<file path="src/rtl/mux_pkg.sv">
// Shared constants and select type for the 8:1 mux slice.
package mux_pkg;

  localparam int unsigned N_IN  = 8;
  localparam int unsigned SEL_W = 3;

  typedef logic [SEL_W-1:0] sel_t;

endpackage

</file>
<file path="src/rtl/mux_2x1.sv">
// WIDTH-wide 2:1 mux leaf used to build the 8:1 select tree.
module mux_2x1 #(
  parameter int unsigned WIDTH = 1
) (
  input  logic [WIDTH-1:0] a,
  input  logic [WIDTH-1:0] b,
  input  logic             s,
  output logic [WIDTH-1:0] y
);

  // An unknown select yields all-X rather than a partial merge of a and b.
  always_comb begin
    case (s)
      1'b0:    y = a;
      1'b1:    y = b;
      default: y = 'x;
    endcase
  end

endmodule

</file>
<file path="src/rtl/mux_8x1.sv">
// 8:1 mux: combinational tree output, one-hot select decode, and an enabled output register.
module mux_8x1
  import mux_pkg::*;
#(
  parameter int unsigned WIDTH = 1
) (
  input  logic                  clk,
  input  logic                  rst,
  input  logic [N_IN*WIDTH-1:0] in,
  input  sel_t                  sel,
  input  logic                  en,
  output logic [WIDTH-1:0]      y,
  output logic [WIDTH-1:0]      y_q,
  output logic                  y_valid,
  output logic [N_IN-1:0]       sel_onehot
);

  logic [WIDTH-1:0] lvl0 [N_IN/2];
  logic [WIDTH-1:0] lvl1 [N_IN/4];
  logic [WIDTH-1:0] y_reg_q;
  logic             valid_q;

  // Level i of the tree is steered by sel[i].
  for (genvar k = 0; k < N_IN / 2; k++) begin : g_l0
    mux_2x1 #(
      .WIDTH(WIDTH)
    ) u_mux (
      .a(in[(2 * k) * WIDTH +: WIDTH]),
      .b(in[(2 * k + 1) * WIDTH +: WIDTH]),
      .s(sel[0]),
      .y(lvl0[k])
    );
  end

  for (genvar k = 0; k < N_IN / 4; k++) begin : g_l1
    mux_2x1 #(
      .WIDTH(WIDTH)
    ) u_mux (
      .a(lvl0[2 * k]),
      .b(lvl0[2 * k + 1]),
      .s(sel[1]),
      .y(lvl1[k])
    );
  end

  mux_2x1 #(
    .WIDTH(WIDTH)
  ) u_l2 (
    .a(lvl1[0]),
    .b(lvl1[1]),
    .s(sel[2]),
    .y(y)
  );

  always_comb begin
    sel_onehot = '0;
    for (int k = 0; k < N_IN; k++) begin
      sel_onehot[k] = (sel == SEL_W'(k));
    end
  end

  always_ff @(posedge clk) begin
    if (rst) begin
      y_reg_q <= '0;
      valid_q <= 1'b0;
    end else if (en) begin
      y_reg_q <= y;
      valid_q <= 1'b1;
    end
  end

  assign y_q     = y_reg_q;
  assign y_valid = valid_q;

endmodule

</file>
<file path="config.mk">
export PLATFORM = sky130hd
export DESIGN_NAME = mux_8x1
export DESIGN_NICKNAME = d
export VERILOG_FILES = /design/src/rtl/mux_pkg.sv /design/src/rtl/mux_2x1.sv /design/src/rtl/mux_8x1.sv
export SDC_FILE = /design/constraint.sdc
export NUM_CORES = 1
export LEC_CHECK = 0
export BUFFER_PORTS_ARGS = -buffer_cell sky130_fd_sc_hd__clkbuf_2
export CAP_MARGIN = 25
export CORE_AREA = 2 2 39 41
export DETAILED_ROUTE_END_ITERATION = 7
export DIE_AREA = 0 0 41 43
export PLACE_DENSITY = 0.46
export SLEW_MARGIN = 20
export SYNTH_ARGS = -nofsm -noshare
export SYNTH_HDL_FRONTEND = slang
export SYNTH_SLANG_ARGS = --single-unit
</file>
<file path="constraint.sdc">
create_clock -name clk -period 2.1 [get_ports clk]
set_input_delay 0.315 -clock clk [delete_from_list [all_inputs] [get_ports clk]]
set_output_delay 0.315 -clock clk [all_outputs]
set_load 0.02 [all_outputs]
</file>
==> summary.txt, run 1 <==
number of setup violations in the final report: 0
final-report hold violation count: 0
signed area change from the synthesized netlist to the final layout: 63.49%
initial antenna violation count: 0
top cells by count, synth: 7 x sky130_fd_sc_hd__nor2_1, 3 x sky130_fd_sc_hd__mux2i_1
cell taking the most area after synthesis: sky130_fd_sc_hd__dfxtp_1
worst slack at placement: 0.4816 ns
met2 routing resource usage after global routing: 11.56%
highest ir drop seen on vdd: 0.1345 mV
critical-path maximum fanout: 8
largest net degree at the start of global routing: 10
Yosys warnings: 0
kind of path behind the tightest hold check: in -> reg
remaining antenna violation count after routing: 0
number of rows in the core area: 14
GRT Util Overall: 7.407%
Residual DRC: 0
post-route setup slack: 0.4914 ns
vias in the first global route: 251
remaining global-route overflow: 0
number of enable flip-flop cells after synthesis: 0
number of buffers inserted during clock tree synthesis: 3
transition time of the tightest slew-check pin: 0.2403 ns
time the final worst path needs with I/O delays and setup: 1.609 ns
share of the cycle needed by the critical path after routing: 76.60%
clock tree root buffer cell: sky130_fd_sc_hd__clkbuf_4
TritonCTS clock tree: done
number of diodes added for antenna fixing: 0
most common cell in the netlist: sky130_fd_sc_hd__nor2_1
detailed-route wire length per cell: 9.411 um
number of slew-limit violations in the final report: 0
CTS sink count: 2
placeable core region: 1384 sq um
die area: 1763 sq um
classification of the worst setup path: in -> out
run status: finished, final reports clean
clock insertion delay at the later pin of the skew report: 0.22 ns
routability-driven placement congestion ratio: 0.5953
number of storage elements in the synthesis netlist: 2
fraction of final layout cells with drive strength greater than 1: 54.39%
Post-Route Setup TNS: 0 ns
total of fill cells in the finished design: 166
critical path endpoint category: output pin
number of nets in the synthesized netlist: 46
clock tree buffer depth: 2
Most Crowded Layer GR: met2
Critical Path RT: 1.78 ns
maximum level of the CTS H-tree: 1
GR Util met3: 1.571%
Resized cells post-CTS: 0
global-route wire length before repair: 924 um
routed vias: 302
count of buffers from port buffering: 24
leading post-synthesis cells by cell area: sky130_fd_sc_hd__dfxtp_1 17%, sky130_fd_sc_hd__mux2i_1 13%, sky130_fd_sc_hd__nor2_1 11%, sky130_fd_sc_hd__o32ai_2 6.9%, sky130_fd_sc_hd__and2_1 5.3%
number of instances in the synthesized netlist: 32
share of flip-flops with an asynchronous set or reset after synthesis: 0%
CTS Hold Bufs: 0
average cell area after synthesis: 7.390 sq um
Worst slew margin: 83.98%
first-iteration detailed-routing DRC count: 3
number of placed I/O pins: 25
CTS clk-pin slew, worst paths: 0.03 ns
netlist area before placement: 236.5 sq um
number of post-CTS setup repair buffers: 0
starting density of the core: 17.09%
critical path arrival: 1.29 ns
final HPWL from detailed placement: 579.3 um
fraction of the yosys area taken by sequential cells: 16.93%
MaxCap Viol Count: 0
leakage component of the power: 0.2164 nW
Design Power: 0.0001964 W
routed wire length: 687 um
worst hold slack after final layout: 0.3118 ns
Netlist cell types: 19
DRT Pass-1 Iters: 3
dominant register cell in the synthesized netlist: sky130_fd_sc_hd__dfxtp_1
via density per instance: 4.137
total area of sequential cells: 40.04 sq um
met1 demand-to-capacity share in global routing: 9.873%
clock skew: 0 ns
Yosys top cell area share: 16.93%
setup repair after global routing missed its margin: false
final net count: 73
Max Clock Freq: 621.6 MHz
floorplan die width: 41 um
Setup crit start kind: primary input
P per Cell Area: 507.9 nW/um^2
combined area of the multi-input logic cells: 176.4 sq um
Die Span Y: 43 um
-- worst paths after layout --
| check | endpoint | cells past startpoint | start | slack [ns] |
|---|---|---|---|---|
| setup / recovery | y | 6 | sel[0] | 0.49 |
| hold / removal | y_valid | 2 | rst | 0.31 |
| setup reg to reg | y_q | 2 | y_q | 1.43 |
| hold reg to reg | y_valid | 2 | y_valid | 0.47 |
-- state kept, by name (all words and copies together), names as in the netlist --
signal / cells
y_valid: 1
y_q: 1
-- layout make-up --
class / count / share of cell area [%]
timing repair buffer: 24 / 31.07
multi-input combinational: 26 / 45.63
sequential: 2 / 10.36
tap: 16 / 5.178
inverter: 2 / 1.942
clock buffer: 3 / 5.825
-- critical path, cell delays in order --
cell and delay, ns:
sky130_fd_sc_hd__clkbuf_2 0.14, sky130_fd_sc_hd__nand2b_2 0.21, sky130_fd_sc_hd__nor2_1 0.11, sky130_fd_sc_hd__a21oi_1 0.07, sky130_fd_sc_hd__a221oi_1 0.22, sky130_fd_sc_hd__clkbuf_2 0.22
-- stage by stage --
| stage | cells | utilization, % | area, sq um |
|---|---|---|---|
| 2_1_floorplan | 32 | - | 236.5 |
| 3_3_place_gp | 70 | 26.31 | 364.1 |
| 3_5_place_dp | 70 | 26.31 | 364.1 |
| 4_1_cts | 73 | 27.94 | 386.6 |
| 5_1_grt | 73 | 27.94 | 386.6 |
| 6_report | 73 | 27.94 | 386.6 |
-- kinds of logic (layout without fill, tap and decap cells) --
family	after synthesis	count (layout)	share of synthesized area, %
compound gates	5	5	21.69
buf+inv	4	29	8.466
flops	2	2	16.93
mux	3	3	12.70
simple gates	18	18	40.22
-- report_power, final --
group / total [W] / switching (W) / internal, W
sequential: 0.0000425 / 0.00000123 / 0.0000412
clock: 0.0000823 / 0.0000194 / 0.0000629
combinational: 0.0000716 / 0.0000413 / 0.0000303
-- cell usage in the layout, fill, tap and decap left out, types with 2 or more instances in the layout --
master,count
sky130_fd_sc_hd__and3_1,2
sky130_fd_sc_hd__nor3_1,2
sky130_fd_sc_hd__clkbuf_2,24
sky130_fd_sc_hd__inv_1,2
sky130_fd_sc_hd__and2_1,2
sky130_fd_sc_hd__dfxtp_1,2
sky130_fd_sc_hd__nor2_1,7
sky130_fd_sc_hd__mux2i_1,3
sky130_fd_sc_hd__clkbuf_4,3
-- metal layers --
metal / wire (um) / up-vias / share of wire [%]
met4: 0 / 0 / 0
li1: - / 161 / -
met1: 309 / 127 / 45
met3: 57 / 0 / 8.3
met2: 320 / 14 / 47
met5: 0 / - / 0
No activity file was read; power rests on OpenSTA's default activity.
==> run 2, diff against run 1 <==
PLACE_DENSITY = 0.47   (was 0.46)
clock period = 1.36 ns   (was 2.1 ns; I/O delays follow)
==> run 2 against run 1 <==
  * Register-to-register slack got worse by 0.76 ns
  * Die area unchanged
  * Cell count increased by 2.7%
  * Power increased by 61%
  * Cell area increased by 7.1%
  * Sequential share of layout area decreased by 0.69 points
  * Combinational power increased by 70%
  * Via count increased by 6.0%
  * Routed wire length increased by 2.3%
  * Non-clock buffer count increased by 2
  * Largest power group unchanged
  * Highest routed layer unchanged
==> summary.txt, run 2 (synthesis gave the netlist of run 1 again) <==
routability-driven placement congestion ratio: 0.6656 (was 0.5953)
Clk pwr share: 40.6% (was 41.9%)
fraction of final layout cells with drive strength greater than 1: 59.32% (was 54.39%)
cell type of the slowest stage on the worst timing path: sky130_fd_sc_hd__nand2b_2 (was sky130_fd_sc_hd__a221oi_1)
cell-internal power: 0.0002159 W (was 0.0001344 W)
kind of path behind the tightest hold check: in -> reg (unchanged)
die area: 1763 sq um (unchanged)
number of buffers inserted during clock tree synthesis: 3 (unchanged)
detailed-route wire length per cell: 9.373 um (was 9.411 um)
MaxCap Viol Count: 0 (unchanged)
time the final worst path needs with I/O delays and setup: 1.314 ns
critical path arrival: 1.11 ns (was 1.29 ns)
Setup crit start kind: primary input (unchanged)
count of buffers from port buffering: 24 (unchanged)
global-route wire length before repair: 979 um (was 924 um)
Max Clock Freq: 760.8 MHz
start point of the critical path: sel[0] (unchanged)
classification of the worst setup path: in -> out (unchanged)
starting density of the core: 17.09% (unchanged)
clock tree buffer depth: 2 (unchanged)
Worst Min Path Start: rst (unchanged)
Residual DRC: 0 (unchanged)
TritonCTS clock tree: done (unchanged)
Worst slew margin: 84.80% (was 83.98%)
largest net degree at the start of global routing: 10 (unchanged)
critical-path maximum fanout: 5 (was 8)
GRT Util Overall: 8.617% (was 7.407%)
highest ir drop seen on vdd: 0.2254 mV (was 0.1345 mV)
Die Span Y: 43 um (unchanged)
clock skew: 0 ns (unchanged)
number of placed I/O pins: 25 (unchanged)
final-report hold violation count: 0 (unchanged)
worst-case hold path end point: y_valid (unchanged)
remaining global-route overflow: 0 (unchanged)
count of cells along the worst hold path: 2 (unchanged)
final net count: 75 (was 73)
Sw Ratio: 31.70% (was 31.57%)
switching power total: 0.0001002 W (was 0.00006200 W)
Design Power: 0.0003161 W (was 0.0001964 W)
placeable core region: 1384 sq um (unchanged)
most used cells in the layout excluding fill and tap cells: 22 x sky130_fd_sc_hd__clkbuf_2, 7 x sky130_fd_sc_hd__nor2_1, 3 x sky130_fd_sc_hd__mux2i_1, 3 x sky130_fd_sc_hd__clkbuf_4, 3 x sky130_fd_sc_hd__buf_4 (was 24 x sky130_fd_sc_hd__clkbuf_2, 7 x sky130_fd_sc_hd__nor2_1, 3 x sky130_fd_sc_hd__mux2i_1, 3 x sky130_fd_sc_hd__clkbuf_4)
run status: finished, final reports clean (unchanged)
remaining antenna violation count after routing: 0 (unchanged)
worst r2r path cells: 2 (unchanged)
first-iteration detailed-routing DRC count: 1 (was 3)
proportion of power drawn by combinational gates: 38.7% (was 36.5%)
clock insertion delay at the later pin of the skew report: 0.22 ns (about the same)
signed area change from the synthesized netlist to the final layout: 75.13% (was 63.49%)
clock tree root buffer cell: sky130_fd_sc_hd__clkbuf_4 (unchanged)
Post-Route Setup TNS: 0 ns (unchanged)
routed vias: 320 (was 302)
critical path endpoint category: output pin (unchanged)
CTS clk-pin slew, worst paths: 0.03 ns (about the same)
Critical Path RT: 1.16 ns (was 1.78 ns)
cell-by-cell trace of the critical path: clkbuf_2 -> nand2b_2 -> nor2_1 -> a21oi_2 -> a221oi_2 -> buf_2 (was clkbuf_2 -> nand2b_2 -> nor2_1 -> a21oi_1 -> a221oi_1 -> clkbuf_2)
number of diodes added for antenna fixing: 0 (unchanged)
total of fill cells in the finished design: 162 (was 166)
P per Cell Area: 763.3 nW/um^2 (was 507.9 nW/um^2)
DRT Pass-1 Iters: 2 (was 3)
portion of total power attributed to sequential cells: 20.8% (was 21.6%)
via density per instance: 4.267 (was 4.137)
transition time of the tightest slew-check pin: 0.2216 ns (was 0.2403 ns)
CTS Hold Bufs: 0 (unchanged)
worst reg2reg path endpoint: y_q (unchanged)
CTS sink count: 2 (unchanged)
maximum single-stage delay on the critical path: 0.20 ns (was 0.22 ns)
number of rows in the core area: 14 (unchanged)
leakage component of the power: 0.2296 nW (was 0.2164 nW)
floorplan die width: 41 um (unchanged)
initial antenna violation count: 0 (unchanged)
final HPWL from detailed placement: 576.5 um (was 579.3 um)
beginning of the worst register-to-register path: y_q (unchanged)
vias in the first global route: 258 (was 251)
most common library cell in the layout ignoring fill and taps: sky130_fd_sc_hd__clkbuf_2 (unchanged)
maximum level of the CTS H-tree: 1 (unchanged)
number of slew-limit violations in the final report: 0 (unchanged)
share of the cycle needed by the critical path after routing: 96.65%
Worst path top cell family by delay: simple AND/OR/NAND/NOR gates (was buffers and inverters)
routed wire length: 703 um (was 687 um)
number of setup violations in the final report: 0 (unchanged)
number of buffers and inverters on the critical path: 2 (unchanged)
minimum setup slack among reg-to-reg paths: 0.67 ns (was 1.43 ns)
[run 2: changes by cell type in the layout (fill, tap and decap cells not counted)]
cell and delta:
sky130_fd_sc_hd__buf_2 +1, sky130_fd_sc_hd__buf_4 +3, sky130_fd_sc_hd__clkbuf_2 -2, sky130_fd_sc_hd__a21oi_2 +1
sky130_fd_sc_hd__a221oi_2 +1, sky130_fd_sc_hd__a221oi_1 -1, sky130_fd_sc_hd__a21oi_1 -1
[run 2: area by class of cell]
class / count / area [sq um] / area share [%]
Tap cell: 16 / 20.02 / 4.834
Multi-Input combinational cell: 26 / 186.4 / 45.02
Clock buffer: 3 / 22.52 / 5.438
Inverter: 2 / 7.507 / 1.813
Timing Repair Buffer: 26 / 137.6 / 33.23
Sequential cell: 2 / 40.04 / 9.668
[run 2: worst max-delay path by stage]
stage               end  slack [ns]  cells after the start
floorplan             y        0.12                      5
global placement      y        0.04                      6
detailed placement    y        0.02                      6
CTS                   y        0.02                      6
global route          y       -0.03                      6
finish                y        0.05                      6
[run 2: what timing repair did]
| item | CTS | global route |
|---|---|---|
| resized for setup | 0 | 5 |
| setup buffers | 0 | 0 |
| endpoints found under the setup margin | 0 | 1 |
[run 2: power by group through the flow]
stage	Sequential, W	Combinational, W	Clock [W]
6_report	0.0000656	0.000122	0.000128
5_1_grt	0.0000659	0.000135	0.000141
4_1_cts	0.0000658	0.000121	0.000135
3_5_place_dp	0.0000665	0.000121	0
3_3_place_gp	0.0000664	0.000119	0
2_1_floorplan	0.0000720	0.0000671	0
[run 2: stage by stage]
stage / std cells / hold slack, ns / util (%) / setup WS (ns) / cell area [sq um]
floorplan: 32 / 0.2764 / - / 0.1226 / 242.7
global placement: 72 / 0.4093 / 27.85 / 0.04039 / 385.4
detailed placement: 72 / 0.4162 / 27.85 / 0.02130 / 385.4
CTS: 75 / 0.1847 / 29.48 / 0.02156 / 407.9
global route: 75 / 0.1951 / 29.93 / -0.02688 / 414.1
finish: 75 / 0.1883 / 29.93 / 0.04562 / 414.1
[run 2: metal layers]
metal	share of wire (%)	up-vias	global-route usage (%)	wire length, um
li1	-	167	-	-
met1	41	139	9.904	289
met2	50	14	11.56	353
met3	8.7	0	3.141	61
met4	0	0	8.000	0
met5	0	-	0	0
